$ cat src/rtl/segre_mem_arbiter.sv
// segre_mem_arbiter: NUM_REQ-way main-memory arbiter, fixed priority with starvation promotion or round robin
module segre_mem_arbiter #(
  parameter int NUM_REQ      = 2,
  parameter int ADDR_WIDTH   = 32,
  parameter int DATA_WIDTH   = 128,
  parameter int RR_MODE      = 0,
  parameter int STARVE_LIMIT = 4
) (
  input  logic                          clk_i,
  input  logic                          rsn_i,
  input  logic [NUM_REQ-1:0]            req_valid_i,
  input  logic [NUM_REQ-1:0]            req_we_i,
  input  logic [NUM_REQ*ADDR_WIDTH-1:0] req_addr_i,
  input  logic [NUM_REQ*DATA_WIDTH-1:0] req_data_i,
  output logic [NUM_REQ-1:0]            rsp_valid_o,
  output logic [DATA_WIDTH-1:0]         rsp_data_o,
  output logic [NUM_REQ-1:0]            grant_o,
  output logic                          busy_o,
  output logic                          mem_req_o,
  output logic                          mem_we_o,
  output logic [ADDR_WIDTH-1:0]         mem_addr_o,
  output logic [DATA_WIDTH-1:0]         mem_data_o,
  input  logic                          mem_rsp_valid_i,
  input  logic [DATA_WIDTH-1:0]         mem_rsp_data_i
);
  localparam int IW = NUM_REQ > 1 ? $clog2(NUM_REQ) : 1;
  localparam int CW = STARVE_LIMIT > 0 ? $clog2(STARVE_LIMIT + 1) : 1;
  typedef enum logic [1:0] {IDLE, REQ, WAIT, RESP} state_t;
  state_t state, state_d;
  logic [IW-1:0] owner, win, idx, rr_ptr;
  logic [NUM_REQ-1:0] starved;
  logic [CW-1:0] wait_cnt [NUM_REQ];
  logic found;
  assign mem_req_o = state == REQ;
  assign busy_o = state != IDLE;
  assign rsp_valid_o = state == RESP ? NUM_REQ'(1) << owner : '0;
  always_comb begin
    starved = '0;
    for (int i = 0; i < NUM_REQ; i++)
      starved[i] = STARVE_LIMIT != 0 && wait_cnt[i] == CW'(STARVE_LIMIT);
  end
  always_comb begin
    win = '0;
    idx = '0;
    found = 1'b0;
    for (int k = 0; k < NUM_REQ; k++) begin
      idx = RR_MODE != 0 ? IW'((int'(rr_ptr) + 1 + k) % NUM_REQ) : IW'(k);
      if (!found && req_valid_i[idx] && (RR_MODE != 0 || !(|(req_valid_i & starved)) || starved[idx])) begin
        win = idx;
        found = 1'b1;
      end
    end
  end
  always_comb begin
    state_d = state;
    unique case (state)
      IDLE:    state_d = |req_valid_i ? REQ : IDLE;
      REQ:     state_d = WAIT;
      WAIT:    state_d = mem_rsp_valid_i ? RESP : WAIT;
      RESP:    state_d = IDLE;
      default: state_d = IDLE;
    endcase
  end
  always_ff @(posedge clk_i) begin
    if (!rsn_i) begin
      state <= IDLE;
      owner <= '0;
      grant_o <= '0;
      mem_we_o <= 1'b0;
      mem_addr_o <= '0;
      mem_data_o <= '0;
      rsp_data_o <= '0;
      rr_ptr <= IW'(NUM_REQ - 1);
    end else begin
      state <= state_d;
      if (state == IDLE && |req_valid_i) begin
        owner <= win;
        grant_o <= NUM_REQ'(1) << win;
        mem_we_o <= req_we_i[win];
        mem_addr_o <= req_addr_i[int'(win)*ADDR_WIDTH +: ADDR_WIDTH];
        mem_data_o <= req_data_i[int'(win)*DATA_WIDTH +: DATA_WIDTH];
        rr_ptr <= win;
      end
      if (state == RESP) grant_o <= '0;
      if (state == WAIT && mem_rsp_valid_i) rsp_data_o <= mem_rsp_data_i;
    end
  end
  always_ff @(posedge clk_i)
    for (int i = 0; i < NUM_REQ; i++)
      wait_cnt[i] <= (!rsn_i || !req_valid_i[i] || (state == IDLE && win == IW'(i))) ? '0 :
                     (state == IDLE && !starved[i] && STARVE_LIMIT != 0) ? wait_cnt[i] + CW'(1) : wait_cnt[i];
endmodule

$ cat config.mk
export PLATFORM = sky130hd
export DESIGN_NAME = segre_mem_arbiter
export DESIGN_NICKNAME = d
export VERILOG_FILES = /design/src/rtl/segre_mem_arbiter.sv
export SDC_FILE = /design/constraint.sdc
export NUM_CORES = 1
export LEC_CHECK = 0
export CAP_MARGIN = 30
export CORE_AREA = 2 2 292 294
export CTS_BUF_LIST = sky130_fd_sc_hd__clkbuf_8
export DETAILED_ROUTE_END_ITERATION = 6
export DIE_AREA = 0 0 294 296
export GPL_TIMING_DRIVEN = 0
export PLACE_DENSITY = 0.49
export SETUP_SLACK_MARGIN = 0.02
export SKIP_LAST_GASP = 1
export SLEW_MARGIN = 25
export SYNTH_ARGS = -nofsm -noshare
export SYNTH_HDL_FRONTEND = slang
export SYNTH_SLANG_ARGS = --single-unit
$ cat constraint.sdc
create_clock -name clk_i -period 2.4 [get_ports clk_i]
set_input_delay 0.24 -clock clk_i [delete_from_list [all_inputs] [get_ports clk_i]]
set_output_delay 0.24 -clock clk_i [all_outputs]
set_load 0.1 [all_outputs]
Word level (Yosys, flattened, before mapping). Memory sizes are Yosys's and may differ from the RTL's. Index checks and enable logic that the tools add are counted.

Muxes and demuxes: 12. Bitwise gates (word level): 3. Reductions and logical operators: 27. Order comparisons: 1. $add $sub $neg: 2. Equality and inequality tests: 5. Shift-type cells: 4.

Operators with widths (number): 256-bit by 9-bit variable part select with 128-bit output (1); 64-bit by 7-bit variable part select with 32-bit output (1); 3-bit 2-to-1 mux (4); 1-bit logical AND (9); 2-bit case mux with 4 select lines (1); 1-bit zero test (7); 3-bit by 1-bit adder with 3-bit output, second input constant (2); 3-bit == test, second input constant (2); 1-bit logical OR (6); 1-bit 2-to-1 mux (6); 2-bit OR reduction (3); 2-bit == test, second input constant (2); 1-bit by 1-bit << shifter with 2-bit output, first input constant (2); 2-bit bitwise AND (1); 2-bit by 1-bit == test with 1-bit output, second input constant (1); 2-bit zero test (1); 1-bit by 2-bit < comparator with 1-bit output, second input constant (1); 2-bit 2-to-1 mux (1); 1-bit inverter (2); 2-bit nonzero test (1).

Flip-flop bits (word level): 294. Input bits: 455. RAM bits: 6. Word-level logic and storage cells: 62. Output and inout port bits: 295. Memories kept: 1.

Memory list: wait_cnt (words 2, width 3, read ports 2, clocked after Yosys merged registers in 0, wr ports 2, RTL line 32) `logic [CW-1:0] wait_cnt [NUM_REQ];`.

Depth between registers and ports, before layout. An unclocked memory read counts as a cell.

Word-level depth: 16. Gate-level depth with buffers: 10. Depth with buffers taken out: 6.

Worst setup path before layout. OpenSTA, ideal clock, no wires.

Kind: reg-to-output. From: register state[0]. To: output rsp_valid_o[0]. Required time: 2.160 ns. Buffers on the path: 0. Slack: 0.306 ns. Stages on the path, launching flop included: 3. Data arrival time: 1.854 ns. Cell sequence: dfxtp_1 > ha_1 > nor2b_1.

Longest elaborated chain between the ends: 2.

RTL lines: from (decl) (RTL line 29) `state_t state, state_d;`; from (signal assigned) (RTL line 75) `state <= state_d;`; 2-bit == test (RTL line 36) `assign rsp_valid_o = state == RESP ? NUM_REQ'(1) << owner : '0;`; 2-bit 2-to-1 mux (RTL line 36); to (decl) (RTL line 15) `output logic [NUM_REQ-1:0] rsp_valid_o,`.

No other way between the ends.

Final worst setup path.
From: register state[0]. To: output busy_o.

Longest elaborated chain between the ends: 1.

RTL lines: 2-bit nonzero test (RTL line 35) `assign busy_o = state != IDLE;`; to (decl) (RTL line 18) `output logic busy_o,`.

No other way between the ends.

==> flow_summary.ini <==
[outcome]
outcome = completed

[cts]
clkLatencyLatePin_ps = 680
ctsHoldBuffers = 0
htreeDepth = 2
cts_buffers = 59
cts_buffer_depth = 3
clock_sinks = 300
path_clk_slew_ps = 60
tritoncts = yes
clockRootBuffer = clkbuf_8

[setup_path]
crit_required_ps = 2160
crit_arrival_ps = 2030
r2r_setup_slack_ps = 180
setup.worst_path.start = state[0]$_SDFF_PN0_
path_class = reg2out
worst-path-max-fanout = 8
r2r-end = mem_addr_o[6]$_SDFFE_PN0P_
crit_path_end = busy_o
r2r_start = state[0]$_SDFF_PN0_
ff2ff_path_depth = 10
critPathLaunchType = register
endpoint_kind = output pin

[finish]
final_cell_mix = clkdlybuf4s50_1 (467), dfxtp_1 (300), dlygate4sd2_1 (272)
areaGrowthSynthToFinish_pct = 80.9
drive_above_1_share_pct = 16.3
fill_cells = 8953
final_nets = 2490
final_util_pct = 27.1
final_common_cell = clkdlybuf4s50_1

[global_route]
overflow = 0
grt_usage_pct = 14.9
grt_pass1_wl_um = 96900
antenna_found_initial = 11
grt_max_degree = 20
grt_pass1_vias = 14467

[route]
via_per_inst = 4.30
wl_met1_um = 26200
vias = 13624
wl_met2_um = 34900
drtPass1Iterations = 5
ant_nets = 0
top_layer_used = met5
drc = 0
wl_met3_um = 5870
routed_wl_um = 68800
routedWlPerCell_um = 21.7
drt-initial-drc-count = 688

[sta]
slew_violations = 0
finClkSkew_ps = 46.6
fin_crit_ps = 2270
hold_slack_ps = 116
setup_viol = 0
fmax_ghz = 0.441
slew-limit-headroom_pct = 30.3
worst_slack_ps = 130
final_hold_viol_count = 0
fin_crit_sh_pct = 94.6
worstMarginPinSlew_ps = 1050
tns_ps = 0
grt_setup_unrepaired = yes

[floorplanning]
start_util_pct = 15.0
num_io_pins = 750
core.rowCount = 107
die_area_um2 = 87000
core-area_um2 = 84200
die_h_um = 296
die_w_um = 294

[yosys]
ys_ff_latch = 300
yosysSeqAreaShare_pct = 47.6
synth_nets = 1665
synth_top_area_share_pct = 47.6
synth_top_area_cell = dfxtp_1
syn_area_um2 = 12600
ys_warn_count = 0
syn_inst = 1202
synthDistinctLibCells = 30
syn_area_per_cell_um2 = 10.5
synth.area.top_cells = dfxtp_1 (48%), o221a_2 (15%), o221a_1 (14%)

[placed_design]
port_buffers = 748
hpwlAfterDp_um = 53900
routabilityCongestion = 0.828
preCtsSetupSlack_ps = -450

[run]
drv_cap = 0

[power_and_ir_drop]
p_per_area_nw_per_um2 = 864
vdd_drop_max_mv = 0.412
power.static_leakage_nw = 9.13

[min_path]
hp-class = in2reg
cell families after synthesis:
| family | Yosys count | synth area share [%] |
|---|---|---|
| AO/OA/AOI/OAI | 467 | 37.2 |
| flip-flops | 300 | 47.6 |
| AND/OR/NAND/NOR | 288 | 8.99 |
| buffers and inverters | 139 | 5.44 |
| adder cells (fa/ha/maj) | 8 | 0.794 |
layer usage:
layer  vias up  global-route usage, %
met4         8                   4.83
met3        97                   4.96
li1       6332                      -
met5         -                      0
met2       602                   27.3
met1      6585                   16.1
area by class of cell:
type / instances / area (um^2) / area share (%)
plain buffers: 131 / 699 / 3.07
multi-input cells: 763 / 5930 / 26.0
repair buffers: 765 / 7540 / 33.1
well taps: 1090 / 1360 / 5.98
flip-flops and latches: 300 / 6010 / 26.3
clock inverters: 33 / 178 / 0.779
inverters: 7 / 26.3 / 0.115
diodes: 5 / 12.5 / 0.0548
clock buffers: 77 / 1060 / 4.65
cells in the mapped netlist, drive strengths merged:
library cell / n
a21boi: 129
a21o: 3
a21oi: 9
a31oi: 2
a32oi: 1
and2: 4
buf: 51
clkbuf: 81
dfxtp: 300
ha: 8
inv: 7
nand2: 269
nand2b: 2
nand3: 2
nand3b: 2
nand4: 1
nor2: 3
nor2b: 2
nor3: 2
o21ai: 1
o221a: 322
or3: 1
power breakdown:
| part | internal, mW | switching, mW | total (mW) |
|---|---|---|---|
| registers | 5.56 | 0.351 | 5.92 |
| logic | 2.35 | 5.97 | 8.33 |
| clock network | 2.97 | 2.50 | 5.47 |
| total | 10.9 | 8.82 | 19.7 |
what timing repair did:
item | in CTS | in global routing
gates resized for setup | 291 | 27
setup endpoints to repair | 394 | 129
buffers inserted | 2 | 0
through the flow:
step / area (um^2) / total power [mW] / cells
after global placement: 21500 / 14.5 / 3040
after global routing: 22800 / 20.6 / 3171
final: 22800 / 19.7 / 3171
after CTS: 22800 / 20.0 / 3166
after floorplan: 12600 / 11.7 / 1202
after detailed placement: 21800 / 14.7 / 3055
critical path, cell delays in order, from the launching register on:
cell	delay, ps
dfxtp_1	370
inv_1	70
ha_1	190
buf_2	170
inv_2	210
buf_4	340
state kept, by name, summed over array words and instances, names as in the netlist:
name        flops
grant_o         2
mem_addr_o     32
mem_data_o    128
mem_we_o        1
owner           1
rsp_data_o    128
state           2
wait_cnt        6
worst min path at each step:
stage,from,to,slack (ps),cells after the start
5_1_grt,mem_rsp_data_i[34],rsp_data_o[34]$_SDFFE_PN0P_,60,3
6_report,mem_rsp_data_i[32],rsp_data_o[32]$_SDFFE_PN0P_,120,3
2_1_floorplan,mem_rsp_data_i[63],rsp_data_o[63]$_SDFFE_PN0P_,380,2
3_3_place_gp,grant_o[1]$_SDFFE_PP0P_,grant_o[1]$_SDFFE_PP0P_,450,2
4_1_cts,mem_rsp_data_i[86],rsp_data_o[86]$_SDFFE_PN0P_,40,3
3_5_place_dp,grant_o[0]$_SDFFE_PP0P_,grant_o[0]$_SDFFE_PP0P_,450,2
(Power assumes the default switching activity.)
